**src/rtl/rl_queue_pkg.sv**
```systemverilog
// Shared helpers for the rl_queue scheduler: index width and round-robin search.
package rl_queue_pkg;

    localparam int MAXQ = 64;

    typedef struct packed {
        logic found;
        int   idx;
    } rr_res_t;

    function automatic int idx_w(input int n);
        return $clog2(n > 1 ? n : 2);
    endfunction

    // Scan ptr+1 .. ptr (inclusive, wrapping at nq) for the first set mask bit.
    function automatic rr_res_t next_rr(input logic [MAXQ-1:0] mask, input int ptr, input int nq);
        rr_res_t res;
        int      j;
        res = '0;
        for (int i = 1; i <= MAXQ; i++) begin
            if (i <= nq && !res.found) begin
                j = ptr + i;
                if (j >= nq) j = j - nq;
                if (mask[j[5:0]]) begin
                    res.found = 1'b1;
                    res.idx   = j;
                end
            end
        end
        return res;
    endfunction

endpackage

```
**src/rtl/rl_rr_arbiter.sv**
```systemverilog
// Combinational round-robin find-first-from-pointer over an NQ-bit request mask.
module rl_rr_arbiter
    import rl_queue_pkg::*;
#(
    parameter int NQ = 4,
    parameter int IW = idx_w(NQ)
) (
    input  logic [NQ-1:0] i_req,
    input  logic [IW-1:0] i_ptr,
    output logic          o_grant_valid,
    output logic [IW-1:0] o_grant_idx
);

    logic [MAXQ-1:0] w_mask;
    rr_res_t         w_res;

    always_comb begin
        w_mask         = '0;
        w_mask[NQ-1:0] = i_req;
        w_res          = next_rr(w_mask, int'(i_ptr), NQ);
    end

    assign o_grant_valid = w_res.found;
    assign o_grant_idx   = IW'(w_res.idx);

endmodule

```
**src/rtl/rl_queue_sched.sv**
```systemverilog
// Round-robin burst scheduler draining NQ fall-through queues into one registered stream.
// Optional RL_QUEUE_SCHED_PRIO_EN adds prio_i to favour high-priority queues.
module rl_queue_sched
    import rl_queue_pkg::*;
#(
    parameter int NQ    = 4,
    parameter int DBITS = 32,
    parameter int BURST = 1
) (
    input  logic                       clk_i,
    input  logic                       rst_ni,
    input  logic                       clr_i,
    input  logic                       ena_i,
    input  logic [NQ-1:0]              q_empty_i,
    input  logic [NQ-1:0][DBITS-1:0]   q_data_i,
`ifdef RL_QUEUE_SCHED_PRIO_EN
    input  logic [NQ-1:0]              prio_i,
`endif
    output logic [NQ-1:0]              q_re_o,
    output logic                       valid_o,
    input  logic                       ready_i,
    output logic [DBITS-1:0]           data_o,
    output logic [idx_w(NQ)-1:0]       src_o
);

    localparam int IW = idx_w(NQ);
    localparam int BW = idx_w(BURST);

    logic             r_valid;
    logic [DBITS-1:0] r_data;
    logic [IW-1:0]    r_src;
    logic [IW-1:0]    r_ptr;
    logic [BW-1:0]    r_bcnt;

    logic             w_load, w_cont, w_brk, w_go;
    logic             w_all_vld, w_arb_vld, w_sel_vld;
    logic [IW-1:0]    w_all_idx, w_arb_idx, w_sel_idx;

    assign w_load = ena_i && (!r_valid || ready_i);

    rl_rr_arbiter #(.NQ(NQ), .IW(IW)) u_arb_all (
        .i_req         (~q_empty_i),
        .i_ptr         (r_ptr),
        .o_grant_valid (w_all_vld),
        .o_grant_idx   (w_all_idx)
    );

`ifdef RL_QUEUE_SCHED_PRIO_EN
    logic [NQ-1:0] w_hi_req;
    logic          w_hi_vld;
    logic [IW-1:0] w_hi_idx;

    assign w_hi_req = ~q_empty_i & prio_i;

    rl_rr_arbiter #(.NQ(NQ), .IW(IW)) u_arb_hi (
        .i_req         (w_hi_req),
        .i_ptr         (r_ptr),
        .o_grant_valid (w_hi_vld),
        .o_grant_idx   (w_hi_idx)
    );

    // A low-priority burst yields as soon as any high-priority queue has data.
    assign w_brk     = !prio_i[r_ptr] && (|w_hi_req);
    assign w_arb_vld = w_hi_vld | w_all_vld;
    assign w_arb_idx = w_hi_vld ? w_hi_idx : w_all_idx;
`else
    assign w_brk     = 1'b0;
    assign w_arb_vld = w_all_vld;
    assign w_arb_idx = w_all_idx;
`endif

    assign w_cont    = (BURST > 1) && (r_bcnt < BW'(BURST - 1)) && !q_empty_i[r_ptr] && !w_brk;
    assign w_sel_vld = w_cont || w_arb_vld;
    assign w_sel_idx = w_cont ? r_ptr : w_arb_idx;
    assign w_go      = rst_ni && !clr_i && w_load && w_sel_vld;

    always_comb begin
        q_re_o = '0;
        if (w_go) q_re_o[w_sel_idx] = 1'b1;
    end

    always_ff @(posedge clk_i) begin
        if (!rst_ni || clr_i) begin
            r_valid <= 1'b0;
            r_data  <= '0;
            r_src   <= '0;
            r_ptr   <= IW'(NQ - 1);
            r_bcnt  <= '0;
        end else if (w_load) begin
            if (w_sel_vld) begin
                r_valid <= 1'b1;
                r_data  <= q_data_i[w_sel_idx];
                r_src   <= w_sel_idx;
                r_ptr   <= w_sel_idx;
                r_bcnt  <= w_cont ? r_bcnt + BW'(1) : '0;
            end else begin
                r_valid <= 1'b0;
            end
        end
    end

    assign valid_o = r_valid;
    assign data_o  = r_data;
    assign src_o   = r_src;

endmodule

```
**config.mk**
```make
export PLATFORM = sky130hd
export DESIGN_NAME = rl_queue_sched
export DESIGN_NICKNAME = d
export VERILOG_FILES = /design/src/rtl/rl_queue_pkg.sv /design/src/rtl/rl_rr_arbiter.sv /design/src/rtl/rl_queue_sched.sv
export SDC_FILE = /design/constraint.sdc
export NUM_CORES = 1
export LEC_CHECK = 0
export ABC_CLOCK_PERIOD_IN_PS = 3600
export CORE_MARGIN = 3
export CORE_UTILIZATION = 35
export DETAILED_ROUTE_END_ITERATION = 10
export PLACE_DENSITY = 0.82
export REMOVE_ABC_BUFFERS = 1
export SLEW_MARGIN = 10
export SYNTH_ARGS = -nofsm -noshare
export SYNTH_HDL_FRONTEND = slang
export SYNTH_HIERARCHICAL = 1
export SYNTH_SLANG_ARGS = --single-unit
```
**constraint.sdc**
```tcl
create_clock -name clk_i -period 3.6 [get_ports clk_i]
set_input_delay 0.54 -clock clk_i [delete_from_list [all_inputs] [get_ports clk_i]]
set_output_delay 0.54 -clock clk_i [all_outputs]
set_load 0.1 [all_outputs]
```
### Yosys cells after proc, flatten, opt, wreduce, memory -nomap -nowiden

Cells that the tools add are included.

| storage, ports and cells | value |
|---|---|
| register bits | 37 |
| bits in latches | 0 |
| memory bits (writable) | 0 |
| bits in read-only memories | 0 |
| input bits | 137 |
| output and inout port bits | 39 |
| logic and storage cells | 62 |
| memories | 0 |

| operators by class | value |
|---|---|
| add/sub/neg operators | 8 |
| $mul | 0 |
| divide/modulo/power cells | 0 |
| order comparisons | 10 |
| eq/ne operators | 0 |
| shift operators | 0 |
| multiplexer cells | 28 |
| bitwise gates (word level) | 1 |
| reductions and logical operators | 11 |

Operators with widths:

| operator | number |
|---|---|
| $mux 32 | 8 |
| $mux 33 | 7 |
| $ge 32x4->1 const B | 4 |
| $sub 32x4->32 const B | 4 |
| $bmux 32 s2 | 1 |
| $lt 6x7->1 const B | 4 |
| $bmux 1 s6 | 4 |
| $add 2x2->3 const B | 2 |
| $mux 1 | 6 |
| $logic_and 1x1->1 | 5 |
| $add 2x3->4 const B | 1 |
| $mux 4 | 1 |
| $not 4->4 | 1 |
| $add 2x1->3 const B | 1 |
| $logic_not 1->1 | 3 |
| $lt 2x3->1 const B | 1 |
| $demux 1 s2 | 1 |
| $ge 2x1->1 const B | 1 |
| $logic_or 1x1->1 | 2 |
| $reduce_and 2->1 | 1 |

### Logic depth before layout (Yosys ltp)

| logic depth | value |
|---|---|
| word-level depth | 26 |
| gate-level depth with buffers | 12 |
| gate-level depth less buffers | 9 |

### Cells and area by module

Netlist, hierarchy kept.

Modules (own cells, without submodules):

| module | times used | cells an instance | area an instance (um^2) | seq. area each (um^2) |
|---|---|---|---|---|
| rl_queue_sched | 1 | 143 | 2052.0 | 740.7 |
| rl_rr_arbiter | 1 | 38 | 310.3 | 0.0 |

### Worst setup path after synthesis

Ideal clock, no wire load.

| path | value |
|---|---|
| path kind | register -> output |
| start point | register r_ptr[0] |
| end point | output q_re_o[0] |
| arrival time | 4.083 ns |
| data required time | 3.060 ns |
| path slack | -1.023 ns |
| cell stages (with the launch flop) | 11 |
| buffers on the path | 3 |
| path through | dfxtp_1 buf_6 inv_1 ha_1 a221oi_2 a31oi_1 nor2_1 a32o_1 buf_2 buf_1 nor3b_1 |

| on the way | value |
|---|---|
| cells in the longest elaborated chain, start to end | 17 |
| elaborated cells on any way between the ends | 41 |
| those cells by class | add/sub (8); order compare (6); mux (25); reduce/logical (2) |

Ends and longest elaborated chain:

| what | line | text |
|---|---|---|
| start: declaration | rl_queue_sched.sv:32 | `logic [IW-1:0] r_ptr;` |
| start signal: assignment | rl_queue_sched.sv:87 | `r_ptr <= IW'(NQ - 1);` |
| start signal: assignment | rl_queue_sched.sv:94 | `r_ptr <= w_sel_idx;` |
| $add 2x1->3 or $add 2x2->3 (tied branches) | rl_queue_pkg.sv:22 | `j = ptr + i;` |
| $sub 32x4->32 or $ge 32x4->1 (tied branches) | rl_queue_pkg.sv:23 | `if (j >= nq) j = j - nq;` |
| $mux 32 | rl_queue_pkg.sv:23 |  |
| $bmux 1 s6 or $mux 32 (tied branches) | rl_queue_pkg.sv:24, rl_queue_pkg.sv:21 |  |
| $mux 1 (implied by the code) or $bmux 1 s6 (tied branches) | rl_queue_pkg.sv:24 | `if (mask[j[5:0]]) begin` |
| $mux 33 or $mux 1 (tied branches) | rl_queue_pkg.sv:24 |  |
| $mux 33 | rl_queue_pkg.sv:24 |  |
| $mux 33 | rl_queue_pkg.sv:21 | `if (i <= nq && !res.found) begin` |
| [2 not listed] | -- |  |
| $mux 33 | rl_queue_pkg.sv:24 |  |
| $mux 33 (*) | rl_queue_pkg.sv:21 |  |
| net w_all_idx[1] | rl_queue_sched.sv:37 | `logic [IW-1:0] w_all_idx, w_arb_idx, w_sel_idx;` |
| $lt 2x3->1 (implied by the code) or $ge 2x1->1 (tied branches) | rl_queue_sched.sv:79 | `if (w_go) q_re_o[w_sel_idx] = 1'b1;` |
| $logic_and 1x1->1 (implied by the code) | rl_queue_sched.sv:79 |  |
| $mux 1 (implied by the code) | rl_queue_sched.sv:79 |  |
| $demux 1 s2 (*) | rl_queue_sched.sv:79 |  |
| $mux 4 (*) | rl_queue_sched.sv:79 |  |
| end: declaration | rl_queue_sched.sv:19 | `output logic [NQ-1:0] q_re_o,` |

Mark *: on every way through the listed nets, which the timed path passes. The rest lies on a longest branch. The select of a mux whose other input is x is not followed.

### Worst setup path in the final report

| path | value |
|---|---|
| start point | input q_empty_i[0] |
| end point | output q_re_o[3] |

| on the way | value |
|---|---|
| cells in the longest elaborated chain, start to end | 15 |
| elaborated cells on any way between the ends | 23 |
| those cells by class | order compare (2); mux (18); bitwise (1); reduce/logical (2) |

Ends and longest elaborated chain:

| what | line | text |
|---|---|---|
| start: declaration | rl_queue_sched.sv:14 | `input logic [NQ-1:0] q_empty_i,` |
| $not 4->4 (*) | rl_queue_sched.sv:42 | `.i_req (~q_empty_i),` |
| $bmux 1 s6 | rl_queue_pkg.sv:24 |  |
| $mux 1 (implied by the code) | rl_queue_pkg.sv:24 |  |
| $mux 33 (2 in a row) | rl_queue_pkg.sv:24 |  |
| $mux 33 | rl_queue_pkg.sv:21 |  |
| $mux 33 | rl_queue_pkg.sv:24 |  |
| $mux 33 | rl_queue_pkg.sv:21 |  |
| $mux 33 | rl_queue_pkg.sv:24 |  |
| $mux 33 (*) | rl_queue_pkg.sv:21 |  |
| net w_all_idx[0] | rl_queue_sched.sv:37 |  |
| $lt 2x3->1 (implied by the code) or $ge 2x1->1 (tied branches) | rl_queue_sched.sv:79 |  |
| $logic_and 1x1->1 (implied by the code) | rl_queue_sched.sv:79 |  |
| $mux 1 (implied by the code) | rl_queue_sched.sv:79 |  |
| $demux 1 s2 (*) | rl_queue_sched.sv:79 |  |
| $mux 4 (*) | rl_queue_sched.sv:79 |  |

Marks and branches as above.

==> out/results.txt <==
The die covers 7770 um2. The mapped cell area is 2360 um2, and the die extent in y is 88.2 um. The cell that appears most often on the critical path is buf_12.

The run gives 0 as the final antenna diode count. The number of hold-repair buffers added at the cts stage was 0; the max-capacitance violation count was 0. Fraction of layout instances using a drive strength above 1: 0.169.

The global-route wire length before repair is 11800 um, and the residual DRC count is 0. The slowest stage of the critical path is the clkdlybuf4s50_1 cell. In this run the standard cell core region covers 6460 um2.

The area growth from synthesis to layout is 81.9%. The floorplan has 29 rows. The run finished with clean final reports. Detail-routed net length per standard cell: 18.2 um. The logs give 0 for the number of antenna violations at the first check in global routing and 3060 ps for the required time of the critical path. Data on the critical path arrives at its endpoint at 2900 ps.

Clock skew on the completed layout was measured at 8.46 ps. The cell sitting at the root of the clock tree is a clkbuf_8. The tools report the sequential-to-total area share from yosys stat as 0.314.

The number of vias per cell works out to 5.42. After clock tree synthesis, the clock-pin slew on the worst setup and hold paths is 70 ps. Synthesis produced 181 cells. The total overflow left after global routing is 0. The run gives 0 as the count of final hold-check violations. The number of different library cells used by synthesis comes to 38. The count of buffers added by post-CTS timing repair for setup is 0, and the highest fanout seen on the critical path is 15.

TritonCTS built the clock tree. The run gives 0.199 as the overall global routing resource usage. For the cell count after placement, the log shows 425. Setup violations remaining at the end of the flow were counted as 0. The critical path goes through clkdlybuf4s50_1 -> inv_1 -> mux2_4 -> a21boi_2 -> nand3_1 -> a31oi_1 -> mux2i_4 -> buf_12 -> and3_1 -> buf_12. The time the worst path needs with I/O delays and setup works out to 3440 ps.

Summed over all failing endpoints, the final setup total negative slack is 0 ps. Counting the buffers created by CTS gives 5. For the layout net count, the log shows 497. STA classifies the critical path startpoint as an input port. The number of top-level pins came out at 176.

The run gives 1 as the count of instances resized after the clock tree is built. In this run, synthesis produced a sequential element count of 37. In this design, the stage delay of the slowest critical-path cell is 460 ps.

The run gives 2 as the H-tree depth reported by CTS. The worst setup path is of the input port to output pin kind. In this run the deepest clock path goes through 2 buffers. Summing internal, switching and leakage power gives 1520 uW. The logs give 209 uV for the worst vdd rail ir drop and 0.00163 uW for the leakage power. The tools report the total number of clock tree sinks as 37. For this run, the leading register cell type out of synthesis is dfxtp_1. Dividing total power by cell area gives a power density of 353 nW/um2. The logs give 0 for the remaining antenna violation count after routing and 0.366 for the initial cell density of the core.

Averaged over all synthesized cells, the footprint is 13.1 um2. Buffers placed on the I/O ports in this run total 175. The first detailed-routing pass ran for 4 iterations. The tools report the aggregate routed wire length as 7870 um. During synthesis, Yosys emitted a total of 6 warnings. The proportion of register bits with asynchronous set or reset after synthesis came out at 0.

Die width: 88.2 um. Setup repair after global routing left no endpoint under its margin. Detailed routing inserted a total of 2347 vias. Based on the critical path, the design can be clocked at up to 0.291 GHz. The post-route clock period utilization works out to 0.955. The actual transition at the worst max-transition pin came out at 1030 ps. The starting DRC count in detailed routing was 50. For the number of global-route vias before repair, the log shows 2495.

The HPWL after detailed placement was 6550 um; the number of non-filler instances in the completed layout was 433. Number of enable-type register cells in the synthesized netlist: 0. The nature of the critical path endpoint was an output pin. The post-layout utilization of the core came out at 0.665. The logs give 33 for the largest net degree at the start of global routing and 0 for the final number of max-transition violations. Path category of the worst min-delay check: register to register.

Clock latency on the worst-skew pair, taken at its later pin, is 280 ps. Routability-driven placement finished with a final weighted congestion of 0.747. The max-slew headroom at the worst pin was 0.314.
[state kept, by name, summed over array words and instances, names as in the netlist]
signal and count:
data_o 32, r_ptr 2, src_o 2, valid_o 1
[synth_stat cells, drive strengths merged, types with 3 or more instances]
master	instances	area, um2
o21ai	7	35.0
nand2	8	30.0
dfxtp	37	741
mux4	32	743
a31oi	3	25.0
nand3	3	15.0
buf	15	130
ha	5	62.6
a21oi	3	15.0
mux2	3	41.3
a22o	32	280
inv	8	30.0
[area by class of cell]
type | instances | area [um2]
Clock buffer | 6 | 72.6
Clock inverter | 2 | 10.0
Fill cell | 505 | 2160
Inverter | 8 | 30.0
Multi-Input combinational cell | 121 | 1490
Sequential cell | 37 | 743
Tap cell | 77 | 96.3
Timing Repair Buffer | 182 | 1860
[per-stage QoR]
stage	instance area, um2	worst slack (ps)	hold WS, ps
finish	4300	162	482
global route	4300	46.9	494
CTS	4290	72.4	485
detailed placement	4210	101	465
global placement	4210	172	457
floorplan	2230	-2940	577
[power by group]
part | switching (uW) | internal, uW | total (uW)
Combinational | 387 | 398 | 785
Sequential | 18.1 | 436 | 454
Clock | 145 | 134 | 280
Total | 551 | 968 | 1520
[kinds of logic (layout without fill, tap and decap cells)]
kind of cell	after synthesis	after routing	share of synthesized area
compound gates	51	51	0.179
mux	37	37	0.341
flops	37	37	0.314
simple gates	28	28	0.0726
buf+inv	23	198	0.0678
fa+ha+maj	5	5	0.0265
[critical path: cells and delay by family]
kind	cells	cell delay, ps
buf+inv	4	880
compound gates	2	520
mux	2	620
simple gates	2	320
[metal layers]
| metal | vias to the layer above | wire length [um] | global-route usage |
|---|---|---|---|
| met1 | 1138 | 2780 | 0.210 |
| met2 | 111 | 4200 | 0.371 |
| met5 | - | 0 | 0 |
| met4 | 0 | 172 | 0.0591 |
| met3 | 10 | 712 | 0.0724 |
| li1 | 1088 | - | - |
[layout by cell type (no fill, tap or decap), drive strengths merged, types with 3 or more instances in the layout]
| cell type | n |
|---|---|
| dfxtp | 37 |
| nand3 | 3 |
| mux4 | 32 |
| mux2 | 3 |
| clkbuf | 6 |
| o21ai | 7 |
| nand2 | 8 |
| a21oi | 3 |
| buf | 11 |
| clkdlybuf4s50 | 171 |
| ha | 5 |
| a31oi | 3 |
| a22o | 32 |
| inv | 8 |
[worst paths after layout]
path,startpoint,end,slack [ps],depth (start not counted)
worst max-delay path,q_empty_i[0],q_re_o[3],160,10
worst max register to register,r_ptr[0],data_o[9],480,10
worst min register to register,data_o[5],data_o[5],480,1
worst min-delay path,data_o[5],data_o[5],480,1
Note: power is estimated with default switching activity, not from simulation.
